===== src/rtl/sys_pkg.sv =====
// sys_pkg: shared matrix dimension, element width and drain FSM states
package sys_pkg;
  localparam int M = 3;
  localparam int W = 16;
  typedef enum logic {IDLE, DRAIN} state_t;
endpackage


===== src/rtl/result_drain_if.sv =====
// result_drain_if: matrix capture handshake in, element stream out
interface result_drain_if #(parameter int M = sys_pkg::M, parameter int W = sys_pkg::W);
  logic             mat_vld;
  logic [W*M*M-1:0] mat_in;
  logic             mat_rdy;
  logic [W-1:0]     c;
  logic             vld_out;
  logic             rdy_out;
  logic             last;
  modport master (output mat_vld, mat_in, rdy_out, input mat_rdy, c, vld_out, last);
  modport slave  (input mat_vld, mat_in, rdy_out, output mat_rdy, c, vld_out, last);
endinterface


===== src/rtl/result_bank.sv =====
// result_bank: one M*M result matrix register with load/free, full flag and indexed read
module result_bank #(
  parameter int M  = sys_pkg::M,
  parameter int W  = sys_pkg::W,
  parameter int CW = (M > 1) ? $clog2(M) : 1
) (
  input  logic             CLK,
  input  logic             rst,
  input  logic             i_load,
  input  logic             i_free,
  input  logic [W*M*M-1:0] i_data,
  input  logic [CW-1:0]    i_row,
  input  logic [CW-1:0]    i_col,
  output logic             o_full,
  output logic [W-1:0]     o_elem
);
  logic [W*M*M-1:0] r_data;
  logic             r_full;
  // load wins over free; the drain never frees the bank being loaded
  always_ff @(posedge CLK or posedge rst) begin
    if (rst) begin
      r_data <= '0;
      r_full <= 1'b0;
    end else if (i_load) begin
      r_data <= i_data;
      r_full <= 1'b1;
    end else if (i_free) begin
      r_full <= 1'b0;
    end
  end
  assign o_full = r_full;
  assign o_elem = r_data[W*(int'(i_row)*M+int'(i_col)) +: W];
endmodule


===== src/rtl/result_drain.sv =====
// result_drain: ping-pong capture of result matrices, streamed out one element per transfer
// DRAIN_TRANSPOSE_EN selects column-major output order (row-major when undefined)
module result_drain
  import sys_pkg::*;
#(
  parameter int M = sys_pkg::M,
  parameter int W = sys_pkg::W
) (
  input logic           CLK,
  input logic           rst,
  result_drain_if.slave bus
);
  localparam int CW = (M > 1) ? $clog2(M) : 1;
  localparam logic [CW-1:0] LAST_IDX = CW'(M-1);
  state_t        r_state, w_state_nxt;
  logic [CW-1:0] r_fast, r_slow, w_row, w_col;
  logic          r_rd_sel;
  logic [1:0]    w_full, w_load, w_free;
  logic [W-1:0]  w_elem [2];
  logic          w_cap, w_vld, w_xfer, w_last, w_last_xfer, w_other_full;
  assign bus.mat_rdy  = ~&w_full;
  assign w_cap        = bus.mat_vld && bus.mat_rdy;
  assign w_load       = w_cap ? (w_full[0] ? 2'b10 : 2'b01) : 2'b00;
  assign w_free       = w_last_xfer ? (r_rd_sel ? 2'b10 : 2'b01) : 2'b00;
  assign w_vld        = r_state == DRAIN;
  assign w_xfer       = w_vld && bus.rdy_out;
  assign w_last       = w_vld && r_fast == LAST_IDX && r_slow == LAST_IDX;
  assign w_last_xfer  = w_xfer && w_last;
  assign w_other_full = w_full[~r_rd_sel];
`ifdef DRAIN_TRANSPOSE_EN
  assign w_row = r_fast;
  assign w_col = r_slow;
`else
  assign w_row = r_slow;
  assign w_col = r_fast;
`endif
  assign bus.vld_out = w_vld;
  assign bus.last    = w_last;
  assign bus.c       = w_vld ? w_elem[r_rd_sel] : '0;
  for (genvar b = 0; b < 2; b++) begin : g_bank
    result_bank #(.M(M), .W(W), .CW(CW)) u_bank (
      .CLK(CLK), .rst(rst), .i_load(w_load[b]), .i_free(w_free[b]), .i_data(bus.mat_in),
      .i_row(w_row), .i_col(w_col), .o_full(w_full[b]), .o_elem(w_elem[b])
    );
  end
  // a same-cycle capture on the last transfer keeps DRAIN so the new matrix follows without a bubble
  always_comb begin
    w_state_nxt = r_state;
    if (r_state == IDLE) w_state_nxt = w_cap ? DRAIN : IDLE;
    else if (w_last_xfer) w_state_nxt = (w_other_full || w_cap) ? DRAIN : IDLE;
  end
  // state, element counters and the oldest-bank pointer
  always_ff @(posedge CLK or posedge rst) begin
    if (rst) begin
      r_state  <= IDLE;
      r_fast   <= '0;
      r_slow   <= '0;
      r_rd_sel <= 1'b0;
    end else begin
      r_state <= w_state_nxt;
      if (w_xfer) begin
        r_fast <= (r_fast == LAST_IDX) ? '0 : r_fast + 1'b1;
        r_slow <= (r_fast != LAST_IDX) ? r_slow : (r_slow == LAST_IDX) ? '0 : r_slow + 1'b1;
      end
      if (w_last_xfer) r_rd_sel <= ~r_rd_sel;
      else if (w_cap && !(|w_full)) r_rd_sel <= 1'b0;
    end
  end
endmodule


===== src/flat_wrapper.sv =====
// flat-port wrapper written by rule: the top's interface ports become plain ports
module result_drain_flat import sys_pkg::*;
#(
  parameter int M = sys_pkg::M,
  parameter int W = sys_pkg::W
)
  (CLK, rst, bus_mat_vld, bus_mat_in, bus_rdy_out, bus_mat_rdy, bus_c, bus_vld_out, bus_last);
  result_drain_if #(.M(M), .W(W)) bus_i ();
  input logic CLK;
  input logic rst;
  input wire logic [$bits(bus_i.mat_vld)-1:0] bus_mat_vld;
  input wire logic [$bits(bus_i.mat_in)-1:0] bus_mat_in;
  input wire logic [$bits(bus_i.rdy_out)-1:0] bus_rdy_out;
  output wire logic [$bits(bus_i.mat_rdy)-1:0] bus_mat_rdy;
  output wire logic [$bits(bus_i.c)-1:0] bus_c;
  output wire logic [$bits(bus_i.vld_out)-1:0] bus_vld_out;
  output wire logic [$bits(bus_i.last)-1:0] bus_last;
  assign bus_i.mat_vld = bus_mat_vld;
  assign bus_i.mat_in = bus_mat_in;
  assign bus_i.rdy_out = bus_rdy_out;
  assign bus_mat_rdy = bus_i.mat_rdy;
  assign bus_c = bus_i.c;
  assign bus_vld_out = bus_i.vld_out;
  assign bus_last = bus_i.last;
  result_drain #(.M(M), .W(W)) u_core (.CLK(CLK), .rst(rst), .bus(bus_i));
endmodule

===== config.mk =====
export PLATFORM = sky130hd
export DESIGN_NAME = result_drain_flat
export DESIGN_NICKNAME = d
export VERILOG_FILES = /design/src/rtl/sys_pkg.sv /design/src/rtl/result_drain_if.sv /design/src/rtl/result_bank.sv /design/src/rtl/result_drain.sv /design/src/flat_wrapper.sv
export SDC_FILE = /design/constraint.sdc
export NUM_CORES = 1
export LEC_CHECK = 0
export CORE_MARGIN = 2
export CORE_UTILIZATION = 40
export CTS_BUF_LIST = sky130_fd_sc_hd__clkbuf_16
export DETAILED_ROUTE_END_ITERATION = 6
export GPL_TIMING_DRIVEN = 1
export PLACE_DENSITY = 0.7
export SLEW_MARGIN = 5
export SYNTH_ARGS = -nofsm -noshare
export SYNTH_HDL_FRONTEND = slang
export SYNTH_SLANG_ARGS = --single-unit

===== constraint.sdc =====
create_clock -name CLK -period 25.5 [get_ports CLK]
set_input_delay 5.1 -clock CLK [delete_from_list [all_inputs] [get_ports CLK]]
set_output_delay 5.1 -clock CLK [all_outputs]
set_load 0.005 [all_outputs]

==> summary.txt <==
slew margin rel.: 25.2%
Post-synth EDFFs: 0
global placer's final weighted congestion: 0.757
min-delay worst type: reg2reg
Mean Syn Cell Area: 15.8 um2
Post-synth ARST share: 100%
number of remaining DRC errors: 0
HP Start: u_core.g_bank[0].u_bank.r_data[39]
Worst-Skew Late Latency: 500 ps
GRT Util Overall: 18.8%
maximum clock insertion buffer count: 3
VDD IR-drop max: 0.133 mV
DPL Wire Length: 21900 um
commonest non-fill, non-tap cell in the layout: dfrtp_1
post-synthesis cell type count: 33
dpl ws: 16190 ps
first-pass GRT wire length: 50800 um
Post-Syn Nets: 1006
Final Skew: 11.6 ps
Resized Gates After CTS: 0
Core Area: 33400 um2
RSZ-0062 raised after global routing: no
H-tree depth: 2
Layout Area Growth over Synthesis: 22.7%
WL final: 33100 um
Num CTS Buffers: 34
gr ovfl total: 0
setup ws final: 15690 ps
Hold Path Depth: 1
Mapped Cells: 851
largest net degree at the start of global routing: 111
flop-to-flop setup slack: 22670 ps
total I/O pin count: 167
number of global-route vias before repair: 8449
Hold Slack: 501 ps
post-synthesis sequential area ratio: 55.0%
total negative slack: 0 ps
yosys warns: 0
Worst Path Arrival: 4710 ps
met2 global-route usage: 30.9%
drt via density: 5.44
Startpoint Class: flip-flop
Die ar.: 35200 um2
most frequent cells in the layout: dfrtp_1, mux2_2, clkdlybuf4s50_1, mux2i_1, mux4_2
critical path endpoint category: output pin
RR Endpoint: u_core.g_bank[1].u_bank.r_data[50]
layout cells sized above 1: 41.0%
cell area power density: 162 nW/um2
post-CTS setup buffers: 0
Starting Density: 40.4%
final core occ: 49.6%
1st-iter DRT viols: 506
Yosys top cell by area: dfrtp_1
FF+latch count, synth: 296
Final ANT Viol Nets: 0
most used routing layer: met2
Cell Rows: 67
top_reg_cell synth: dfrtp_1
Die Height: 188 um
GRT met3 Usage: 3.61%
Tcrit/Tclk final: 38.5%
Critical Path Start: u_core.r_slow[0]
drt first pass iters: 4
I/O Buffers: 166
synth top area cells: dfrtp_1, mux2_2, mux4_2, mux2i_1, a221oi_2
CTS sink cnt: 296
max-slew violations: 0
Slew @ Worst Pin: 1120 ps
worst endpoint required time: 20400 ps
Routed wire per std cell: 22.4 um
NumNets Final: 1157
Reg clk slew, reported paths: 60 ps
max_cap viols: 0
Hold Path Sink: u_core.g_bank[0].u_bank.r_data[39]
Die Wd: 188 um
top-area cell type share of the netlist area: 55.0%
fmax: 102 MHz
P_leak: 7.00 nW
DR vias: 8014
cell area after synthesis: 13500 um2
Reg2Reg Depth: 4
initial antenna violation count: 2
status: finished, final reports clean
reg-to-reg startpoint: u_core.g_bank[1].u_bank.o_full
CTS Hold Bufs: 0
M1 GR Usage: 25.4%
Final Hold Vio Count: 0
critical path class: reg2out
Crit Path Max Fanout: 50
root buffer cell: clkbuf_16
CTS tree: done
Tmin final: 9810 ps
Final Setup Violations: 0
[worst max-delay path, cell delays in order (launching register included)]
cell and delay, ps:
dfrtp_1 430, inv_1 130, fa_1 590, inv_1 80, ha_4 600, buf_4 790, mux2i_1 190, o221ai_1 210
a21oi_1 70, o32ai_1 470, clkdlybuf4s50_1 630
[layout make-up]
| cell class | count | area (um2) |
|---|---|---|
| fillers | 2907 | 16800 |
| multi-input cells | 485 | 5720 |
| well taps | 448 | 561 |
| flip-flops and latches | 296 | 7410 |
| diodes | 2 | 5.00 |
| inverters | 8 | 37.5 |
| repair buffers | 177 | 1740 |
| clock inverters | 23 | 193 |
| clock buffers | 35 | 876 |
[worst max path at each step]
stage | to | slack (ps) | cells after the start
after floorplan | u_core.bus.vld_out | 12220 | 1
after global placement | bus_c[12] | 16350 | 10
after detailed placement | bus_c[8] | 16190 | 10
after CTS | bus_c[8] | 15680 | 10
after global routing | bus_c[8] | 15480 | 10
final | bus_c[8] | 15690 | 10
[synth_stat cells, types with 3 or more instances]
master      n
a21oi_1    17
a221oi_2   14
buf_2      38
buf_4      13
buf_6       4
clkbuf_1    5
dfrtp_1   296
ha_1        5
inv_1       7
mux2_2    290
mux2i_1    48
mux4_2     48
nand2_1     7
nor2_1      3
o21ai_0     4
o221ai_1   16
o32ai_1    16
[metal layers]
layer | vias to the layer above | wire length, um
met1 | 4207 | 14300
met5 | - | 33
met2 | 210 | 16000
met4 | 4 | 846
met3 | 53 | 1830
li1 | 3540 | -
[logic make-up (layout without fill, tap and decap cells)]
| family | count (synthesis) | after routing | synth area share [%] |
|---|---|---|---|
| mux | 386 | 386 | 35.8 |
| other cells | 0 | 2 | 0 |
| simple gates | 19 | 19 | 0.789 |
| xor+xnor | 1 | 1 | 0.0650 |
| buf+inv | 70 | 243 | 2.89 |
| fa+ha+maj | 7 | 7 | 0.761 |
| flops | 296 | 296 | 55.0 |
| compound gates | 72 | 72 | 4.73 |
[power breakdown]
group          leakage, nW  internal [mW]  total [mW]  switching, mW
Clock                0.538          0.279       0.471          0.191
Combinational         2.92          0.730        1.37          0.640
Sequential            3.55          0.705       0.835          0.130
Total                 7.00           1.71        2.68          0.962
[metrics by stage]
stage | instance area (um2) | total power, mW | cells
floorplan | 13500 | 1.75 | 851
global placement | 15500 | 2.19 | 1414
detailed placement | 15500 | 2.22 | 1414
CTS | 16500 | 2.70 | 1472
global route | 16500 | 2.82 | 1472
finish | 16500 | 2.68 | 1474
[state kept, by name (all words and copies together) (netlist names)]
signal,cells
u_core.g_bank.u_bank.r_data,288
u_core.g_bank.u_bank.o_full,2
u_core.r_fast,2
u_core.r_slow,2
u_core.bus.vld_out,1
u_core.r_rd_sel,1
Note: power is estimated with default switching activity, not from simulation.
